### src/rtl/and_cov_checker.sv
// Coverage and correctness checker for a 2-input AND gate stage: bins {a,b} hits, flags y != a&b.
// Optional build macro AND_COV_STOP_ON_ERR_EN: first mismatch freezes the checker in HALT.

module and_cov_sat_cnt #(
   parameter int W = 8
) (
   input  logic         clk,
   input  logic         rst,
   input  logic         clr,
   input  logic         inc,
   output logic [W-1:0] cnt
);
   always_ff @(posedge clk) begin
      if (rst || clr)
         cnt <= '0;
      else if (inc && cnt != '1)
         cnt <= cnt + W'(1);
   end
endmodule


### config.mk
export PLATFORM = sky130hd
export DESIGN_NAME = and_cov_sat_cnt
export DESIGN_NICKNAME = d
export VERILOG_FILES = /design/src/rtl/and_cov_checker.sv
export SDC_FILE = /design/constraint.sdc
export NUM_CORES = 1
export LEC_CHECK = 0
export ABC_AREA = 1
export BUFFER_PORTS_ARGS = -buffer_cell sky130_fd_sc_hd__buf_2
export CORE_AREA = 5 5 42 44
export DETAILED_ROUTE_END_ITERATION = 12
export DIE_AREA = 0 0 47 49
export GPL_ROUTABILITY_DRIVEN = 0
export PLACE_DENSITY = 0.6
export SETUP_SLACK_MARGIN = 0.02
export SLEW_MARGIN = 20
export SYNTH_ARGS = -nofsm -noshare
export SYNTH_HDL_FRONTEND = slang
export SYNTH_SLANG_ARGS = --single-unit
### constraint.sdc
create_clock -name clk -period 1.3 [get_ports clk]
set_input_delay 0.065 -clock clk [delete_from_list [all_inputs] [get_ports clk]]
set_output_delay 0.065 -clock clk [all_outputs]
set_load 0.05 [all_outputs]
[Word-level counts from Yosys, hierarchy flattened]
Cells that the tools add are included.
Storage, ports and cells
  bits in registers: 8
  output and inout port bits: 8
  word-level logic and storage cells: 5
Cells by class
  add/sub/neg operators: 1
  equality and inequality tests: 1
  reduce and logical (&&, ||, !) cells: 2
Operator list (number)
  adder 8 x 1 -> 8 bit, second input constant: 1
  != test 8 bit, second input constant: 1
  logical AND 1 bit: 1
  logical OR 1 bit: 1

[Depth between registers and ports, before layout]
Gate-level depths: netlist of the first run.
  depth in word-level cells: 2
  depth in mapped cells: 8

[Worst setup path after synthesis of the first run]
Ideal clock, no wire load.
  kind: register to register
  from: register cnt[0]
  to: register cnt[5]
  arrival: 1499 ps
  setup slack: -316 ps
  cell stages (with the launch flop): 8
  buffers on the path: 1
  clock period less this slack: 1616 ps
  path through: dfxtp_1 ha_1 nand2_1 nor2_1 nand2_2 buf_6 a21oi_1 nor2_1
Between the ends
  longest elaborated chain between the ends: 2
  elaborated cells between the ends (all ways): 3
  those cells by class: 1 x add/sub; 1 x eq/ne; 1 x reduce/logical
Ends and longest elaborated chain
  start, declared: RTL line 11  | output logic [W-1:0] cnt
  start signal, assigned: RTL line 17  | cnt <= cnt + W'(1);
  parallel branches: the longest is 2 deep, another holds adder 8 x 1 -> 8 bit
Several ways; the timed one is not identified.
A chain may end at the register's enable or synchronous reset.

[Final worst setup path of the first run]
  from: register cnt[0]
  to: register cnt[3]
The elaborated chain is that of the path after synthesis.

==> flow_summary.rst, run 1 <==
.. list-table::
   :header-rows: 1

   * - Metric
     - Value
   * - Critical Path Sink Type
     - flop
   * - Antenna violations before repair
     - 0
   * - Run status
     - completed
   * - Clk pin slew, worst setup/hold paths
     - roughly 0.06 ns
   * - Launch point of the worst path
     - cnt[0]
   * - Vias in the first global route
     - 369
   * - Die W
     - approximately 47 um
   * - Slowest cell on crit path
     - sky130_fd_sc_hd__dfxtp_4
   * - Sequential-to-total area share from yosys stat
     - approximately 36%
   * - Yosys warnings
     - 0
   * - Final HPWL DP
     - 715 um
   * - Post-synth EDFFs
     - 0
   * - Registers with the most flip-flops
     - cnt x8
   * - Worst hold-check path type
     - in2reg
   * - Die area
     - 2300 um2
   * - Async set-or-reset flop fraction in the synthesized netlist
     - 0%
   * - Fin Setup TNS
     - 0 ns
   * - Core outline area
     - 1400 um2
   * - Leakage
     - 0.287 nW
   * - Core Rows
     - 14
   * - Netlist cell types
     - 17
   * - Synth Area per Inst
     - between 6 and 7 um2
   * - Top cell type by total area after synthesis
     - sky130_fd_sc_hd__dfxtp_1
   * - Detailed-route wire length per cell
     - slightly below 10 um
   * - Area contributors post-synth
     - sky130_fd_sc_hd__dfxtp_1, sky130_fd_sc_hd__nand2_1, sky130_fd_sc_hd__nor2_1
   * - Number of nets produced by synthesis
     - 72
   * - Fraction of final layout cells with drive strength greater than 1
     - a little over two fifths
   * - Final Max Slew Viols
     - 0
   * - Total clock buffers created by CTS
     - 3
   * - Final Hold Fails
     - 0
   * - CP max FO
     - 11
   * - Fin crit share
     - between 90 and 100%
   * - Number of synthesized register bits
     - 8
   * - Final ANT Viol Nets
     - 0
   * - Register ranked first by flip-flop count
     - cnt
   * - Number of standard cells after synthesis
     - 67
   * - Pin count of the biggest net entering global routing
     - 12
   * - Critical Path Start Type
     - flop
   * - Worst R2R End
     - cnt[3]
   * - Number of buffers added for setup after CTS
     - 0
   * - Required time of the critical path
     - 1.45 ns
   * - Number of remaining DRC errors
     - 0
   * - CTS H-tree lvls
     - 1
   * - Slew @ Worst Pin
     - about 0.25 ns
   * - Final critical-path required period
     - between 1 and 1.5 ns
   * - Number of antenna diodes
     - 0
   * - Total grt overflow
     - 0
   * - Data arrival time at the worst-slack endpoint
     - 1.35 ns
   * - Number of top-level pins
     - 12
   * - Filler Cell Count
     - 151
   * - Port buffer count
     - 11
   * - Routed Wire Length
     - 933 um
   * - Crit path capture
     - cnt[3]
   * - Global-route wire length before repair
     - about 1600 um
   * - Cell chain of the critical path
     - ha_4 > nand2_1 > nor2_2 > nand2_4 > nand2_1 > nand2_1 > nand2_1 > nor2_1
   * - Maximum count of clock buffers along a single path
     - 2
   * - Area added between synthesis and finish
     - 32.1%
   * - Worst slack at placement
     - 0.0850 ns
   * - Final setup slack of the worst path
     - around 0.1 ns
   * - Initial cell density of the core
     - 32.0%
   * - Highest cell delay on the worst timing path
     - roughly 0.37 ns
   * - Maximum Capacitance Violations
     - 0
   * - Later-pin clock latency in the skew report
     - 0.26 ns
   * - Synthesized area
     - 448 um2
   * - TritonCTS clock tree
     - yes
   * - Worst Reg-to-Reg Cells
     - 8
   * - Most instantiated cells after synthesis
     - sky130_fd_sc_hd__nand2_1, sky130_fd_sc_hd__nor2_1, sky130_fd_sc_hd__dfxtp_1, sky130_fd_sc_hd__inv_1, sky130_fd_sc_hd__a21oi_1
   * - Global Route Usage Sum
     - 9.44%
   * - Setup-failing EPs final
     - 0
   * - Core occupancy in the finished layout
     - between 40% and 50%
   * - Reg-to-reg startpoint
     - cnt[0]
   * - 1st-iter DRT viols
     - 2
   * - Setup skew after layout
     - approximately 0.01 ns
   * - First-pass iteration count of the detailed router
     - 2
   * - R2R Setup Slk
     - between 0.1 and 0.15 ns
   * - Via density
     - between 4 and 5
   * - Post-layout total power
     - approximately 0.5 mW
   * - RSZ-0062 raised after global routing
     - yes
   * - IR Drop Worst-Case VDD
     - 0.000525 V
   * - Main synth FF type
     - sky130_fd_sc_hd__dfxtp_1
   * - Setup CP Type
     - reg2reg
   * - Power density over the cells
     - 849 nW/um2
   * - Die Height
     - 49 um
   * - Synth top area share
     - 35.8%
   * - Most used standard cell by instance count after synthesis
     - sky130_fd_sc_hd__nand2_1
   * - Number of vias in the routed layout
     - 437
   * - Cell occurring most often along the worst timing path
     - sky130_fd_sc_hd__nand2_1
   * - Maximum clock frequency
     - 0.834 GHz
   * - Largest register FFs
     - 8
   * - Worst hold slack
     - 0.108 ns
   * - Sink Count
     - 8
   * - Clk root buf
     - sky130_fd_sc_hd__clkbuf_4
   * - Worst slew slack as a fraction of its limit
     - a little over four fifths
   * - Number of nets in the final layout
     - 87
[cell families (layout without fill, tap and decap cells)]
family	after synthesis	after routing	synth area share (%)
adder cells (fa/ha/maj)	1	1	2.79
buffers and inverters	9	23	9.22
AO/OA/AOI/OAI	6	6	6.98
flip-flops	8	8	35.8
AND/OR/NAND/NOR	43	43	45.3
[through the flow]
step / cells / cell area, um2
floorplan: 67 / 485
global placement: 93 / 549
detailed placement: 93 / 549
CTS: 97 / 576
global route: 97 / 592
finish: 97 / 592
[cell type report]
type | instances | area, um2 | share of cell area (%)
timing repair buffer | 11 | 55.1 | 9.30
tap | 16 | 20.0 | 3.38
sequential | 8 | 178 | 30.0
clock buffer | 4 | 26.3 | 4.44
multi-input combinational | 50 | 283 | 47.8
inverter | 8 | 30.0 | 5.07
[per-layer routing]
metal / part of all wire, % / wire, um / GRT usage (%)
met5: 0 / 0 / 0
met4: 2.7 / 25 / 6.91
met3: 7.3 / 68 / 3.69
met2: 43 / 397 / 12.2
met1: 47 / 441 / 12.1
[cell usage in the layout (no fill, tap or decap), types with 2 or more instances in the layout]
cell                       count
sky130_fd_sc_hd__a21oi_1       2
sky130_fd_sc_hd__a21oi_2       3
sky130_fd_sc_hd__buf_2        11
sky130_fd_sc_hd__clkbuf_4      3
sky130_fd_sc_hd__dfxtp_2       5
sky130_fd_sc_hd__dfxtp_4       3
sky130_fd_sc_hd__inv_1         6
sky130_fd_sc_hd__nand2_1      20
sky130_fd_sc_hd__nand3_1       4
sky130_fd_sc_hd__nor2_1       12
sky130_fd_sc_hd__nor2_2        2
[power breakdown]
group | total, mW | leakage, nW | internal [mW] | switching [mW]
sequential | 0.248 | 0.0695 | 0.244 | 0.00417
clock | 0.211 | 0.0150 | 0.118 | 0.0933
combinational | 0.0432 | 0.203 | 0.0162 | 0.0271
total | 0.502 | 0.287 | 0.378 | 0.125
[worst min path at each step]
| stage | endpoint | from | cells after the start |
|---|---|---|---|
| final | cnt[0] | rst | 4 |
| after global routing | cnt[1] | rst | 4 |
| after CTS | cnt[0] | rst | 4 |
| after detailed placement | cnt[3] | rst | 4 |
| after global placement | cnt[3] | rst | 4 |
| after floorplan | cnt[1] | rst | 3 |
[critical path: cells and delay by family, from the launching register on]
kind | cells | cell delay [ns]
fa+ha+maj | 1 | 0.12
flops | 1 | 0.37
simple gates | 7 | 0.58
[timing repair]
action	CTS	global route
resized for setup	0	4
hold buffers	0	0
setup endpoints to repair	0	6
Note: power is estimated with default switching activity, not from simulation.
==> inputs of run 2 (changes only) <==
==> constraint.sdc (replaced) <==
create_clock -name clk -period 1.3 [get_ports clk]
set_input_delay 0.065 -clock clk [delete_from_list [all_inputs] [get_ports clk]]
set_output_delay 0.065 -clock clk [all_outputs]
set_load 0.005 [all_outputs]
==> flow_summary.rst, run 2 (same netlist as run 1, synthesis figures left out) <==
.. list-table::
   :header-rows: 1

   * - Metric
     - Value
   * - Register ranked first by flip-flop count
     - cnt
   * - Power density over the cells
     - 800 nW/um2
   * - Post-route cell area
     - 613 um2
   * - Total grt overflow
     - 0
   * - Placed standard-cell area
     - approximately 530 um2
   * - Die W
     - 47 um
   * - Port buffer count
     - 11
   * - # hold bufs at CTS
     - 0
   * - Setup skew after layout
     - 0.00364 ns
   * - Die Height
     - 49 um
   * - Fin crit share
     - approximately nine tenths
   * - Highest-count cells in the layout ignoring fill and taps
     - sky130_fd_sc_hd__nand2_1, sky130_fd_sc_hd__nor2_1, sky130_fd_sc_hd__buf_2
   * - Fraction of final layout cells with drive strength greater than 1
     - 38.1%
   * - Number of nets in the final layout
     - 91
   * - Critical Path Sink Type
     - flop
   * - Required time of the critical path
     - 1.46 ns
   * - Maximum clock frequency
     - 0.855 GHz
   * - Sink Count
     - 8
   * - Global-route wire length before repair
     - about 1700 um
   * - Data arrival time at the worst-slack endpoint
     - 1.33 ns
   * - Total clock buffers created by CTS
     - 3
   * - Number of antenna diodes
     - 0
   * - Final Hold Fails
     - 0
   * - Final critical-path required period
     - 1.17 ns
   * - First-pass iteration count of the detailed router
     - 4
   * - Detailed-route wire length per cell
     - 10.0 um
   * - Vias in the first global route
     - 404
   * - RSZ-0062 raised after global routing
     - no
   * - Most frequent standard cell in the layout excluding fill and tap cells
     - sky130_fd_sc_hd__nand2_1
   * - Clk pin slew, worst setup/hold paths
     - 0.06 ns
   * - Global Route Usage Sum
     - under 10%
   * - Maximum Capacitance Violations
     - 0
   * - Via density
     - 4.61
   * - Number of vias in the routed layout
     - 461
   * - Registers with the most flip-flops
     - cnt x8
   * - Initial cell density of the core
     - 32.0%
   * - Worst slew slack as a fraction of its limit
     - 82.3%
   * - Area added between synthesis and finish
     - 36.9%
   * - Pin count of the biggest net entering global routing
     - 12
   * - Routed Wire Length
     - 1000 um
   * - Final HPWL DP
     - 691 um
   * - Setup CP Type
     - reg2reg
   * - IR Drop Worst-Case VDD
     - 0.000420 V
   * - Fin Setup TNS
     - 0 ns
   * - Run status
     - completed
   * - TritonCTS clock tree
     - yes
   * - Number of top-level pins
     - 12
   * - Later-pin clock latency in the skew report
     - approximately 0.26 ns
   * - CP max FO
     - 6
   * - Maximum count of clock buffers along a single path
     - 2
   * - Final ANT Viol Nets
     - 0
   * - Critical Path Start Type
     - flop
   * - Core outline area
     - 1400 um2
   * - Clk root buf
     - sky130_fd_sc_hd__clkbuf_4
   * - Slew @ Worst Pin
     - 0.264 ns
   * - Final Max Slew Viols
     - 0
   * - 1st-iter DRT viols
     - 3
   * - Core Rows
     - 14
   * - Largest register FFs
     - 8
   * - Die area
     - 2300 um2
   * - Leakage
     - 0.316 nW
   * - Antenna violations before repair
     - 0
   * - Number of remaining DRC errors
     - 0
   * - Setup-failing EPs final
     - 0
   * - CTS H-tree lvls
     - 1
   * - Worst hold-check path type
     - in2reg
==> run 2: cell count changes in the layout (fill, tap and decap cells not counted), sizes merged <==
cell	delta
buf	+3
clkbuf	-1
nand2	+1
==> run 2: metrics by stage <==
step	total power, mW	util [%]	worst slack (ns)	hold WS (ns)	instances
2_1_floorplan	0.274	-	0.0826	0.213	67
3_3_place_gp	0.292	37.6	0.0791	0.388	95
3_5_place_dp	0.292	37.6	0.0324	0.392	95
4_1_cts	0.492	39.2	0.0323	0.113	98
5_1_grt	0.515	43.8	0.0195	0.125	100
6_report	0.491	43.8	0.130	0.111	100
==> run 2: critical path, cell delays in order (launching register included) <==
cell	delay, ns
sky130_fd_sc_hd__dfxtp_2	0.35
sky130_fd_sc_hd__ha_4	0.14
sky130_fd_sc_hd__nand2_2	0.07
sky130_fd_sc_hd__nor2_4	0.19
sky130_fd_sc_hd__nand2_4	0.10
sky130_fd_sc_hd__nand2_2	0.09
sky130_fd_sc_hd__nand2_1	0.05
sky130_fd_sc_hd__nand2_1	0.05
sky130_fd_sc_hd__nor2_1	0.03
==> run 2: final cells by class <==
| type | count | area [um2] |
|---|---|---|
| Tap cell | 16 | 20.0 |
| Sequential cell | 8 | 163 |
| Inverter | 8 | 30.0 |
| Clock buffer | 3 | 22.5 |
| Multi-Input combinational cell | 51 | 300 |
| Timing Repair Buffer | 14 | 77.6 |
| Fill cell | 166 | 788 |
==> run 2: timing repair <==
item                                    4_1_cts  5_1_grt
buffers inserted                              0        1
endpoints found under the setup margin        0        6
endpoints found under the hold margin         0        0
resized for setup                             0       14
==> run 2: path summary, 6_finish.rpt <==
kind	cells after the start	endpoint	start	slack, ns
max reg2reg	8	cnt[3]	cnt[1]	0.13
min reg2reg	2	cnt[6]	cnt[6]	0.51
max	8	cnt[3]	cnt[1]	0.13
min	4	cnt[0]	rst	0.11
==> run 2: per-layer routing <==
layer / track usage (%) / wire, um / vias to the layer above
met5: 0 / 0 / -
met4: 8.29 / 40 / 0
met3: 2.58 / 58 / 4
met2: 12.9 / 460 / 12
met1: 13.1 / 443 / 201
li1: - / - / 244
==> run 2: report_power, final <==
part | leakage [nW] | switching, mW | internal [mW] | total [mW]
logic | 0.237 | 0.0199 | 0.0197 | 0.0395
clock network | 0.0138 | 0.0934 | 0.106 | 0.200
registers | 0.0655 | 0.00297 | 0.249 | 0.252
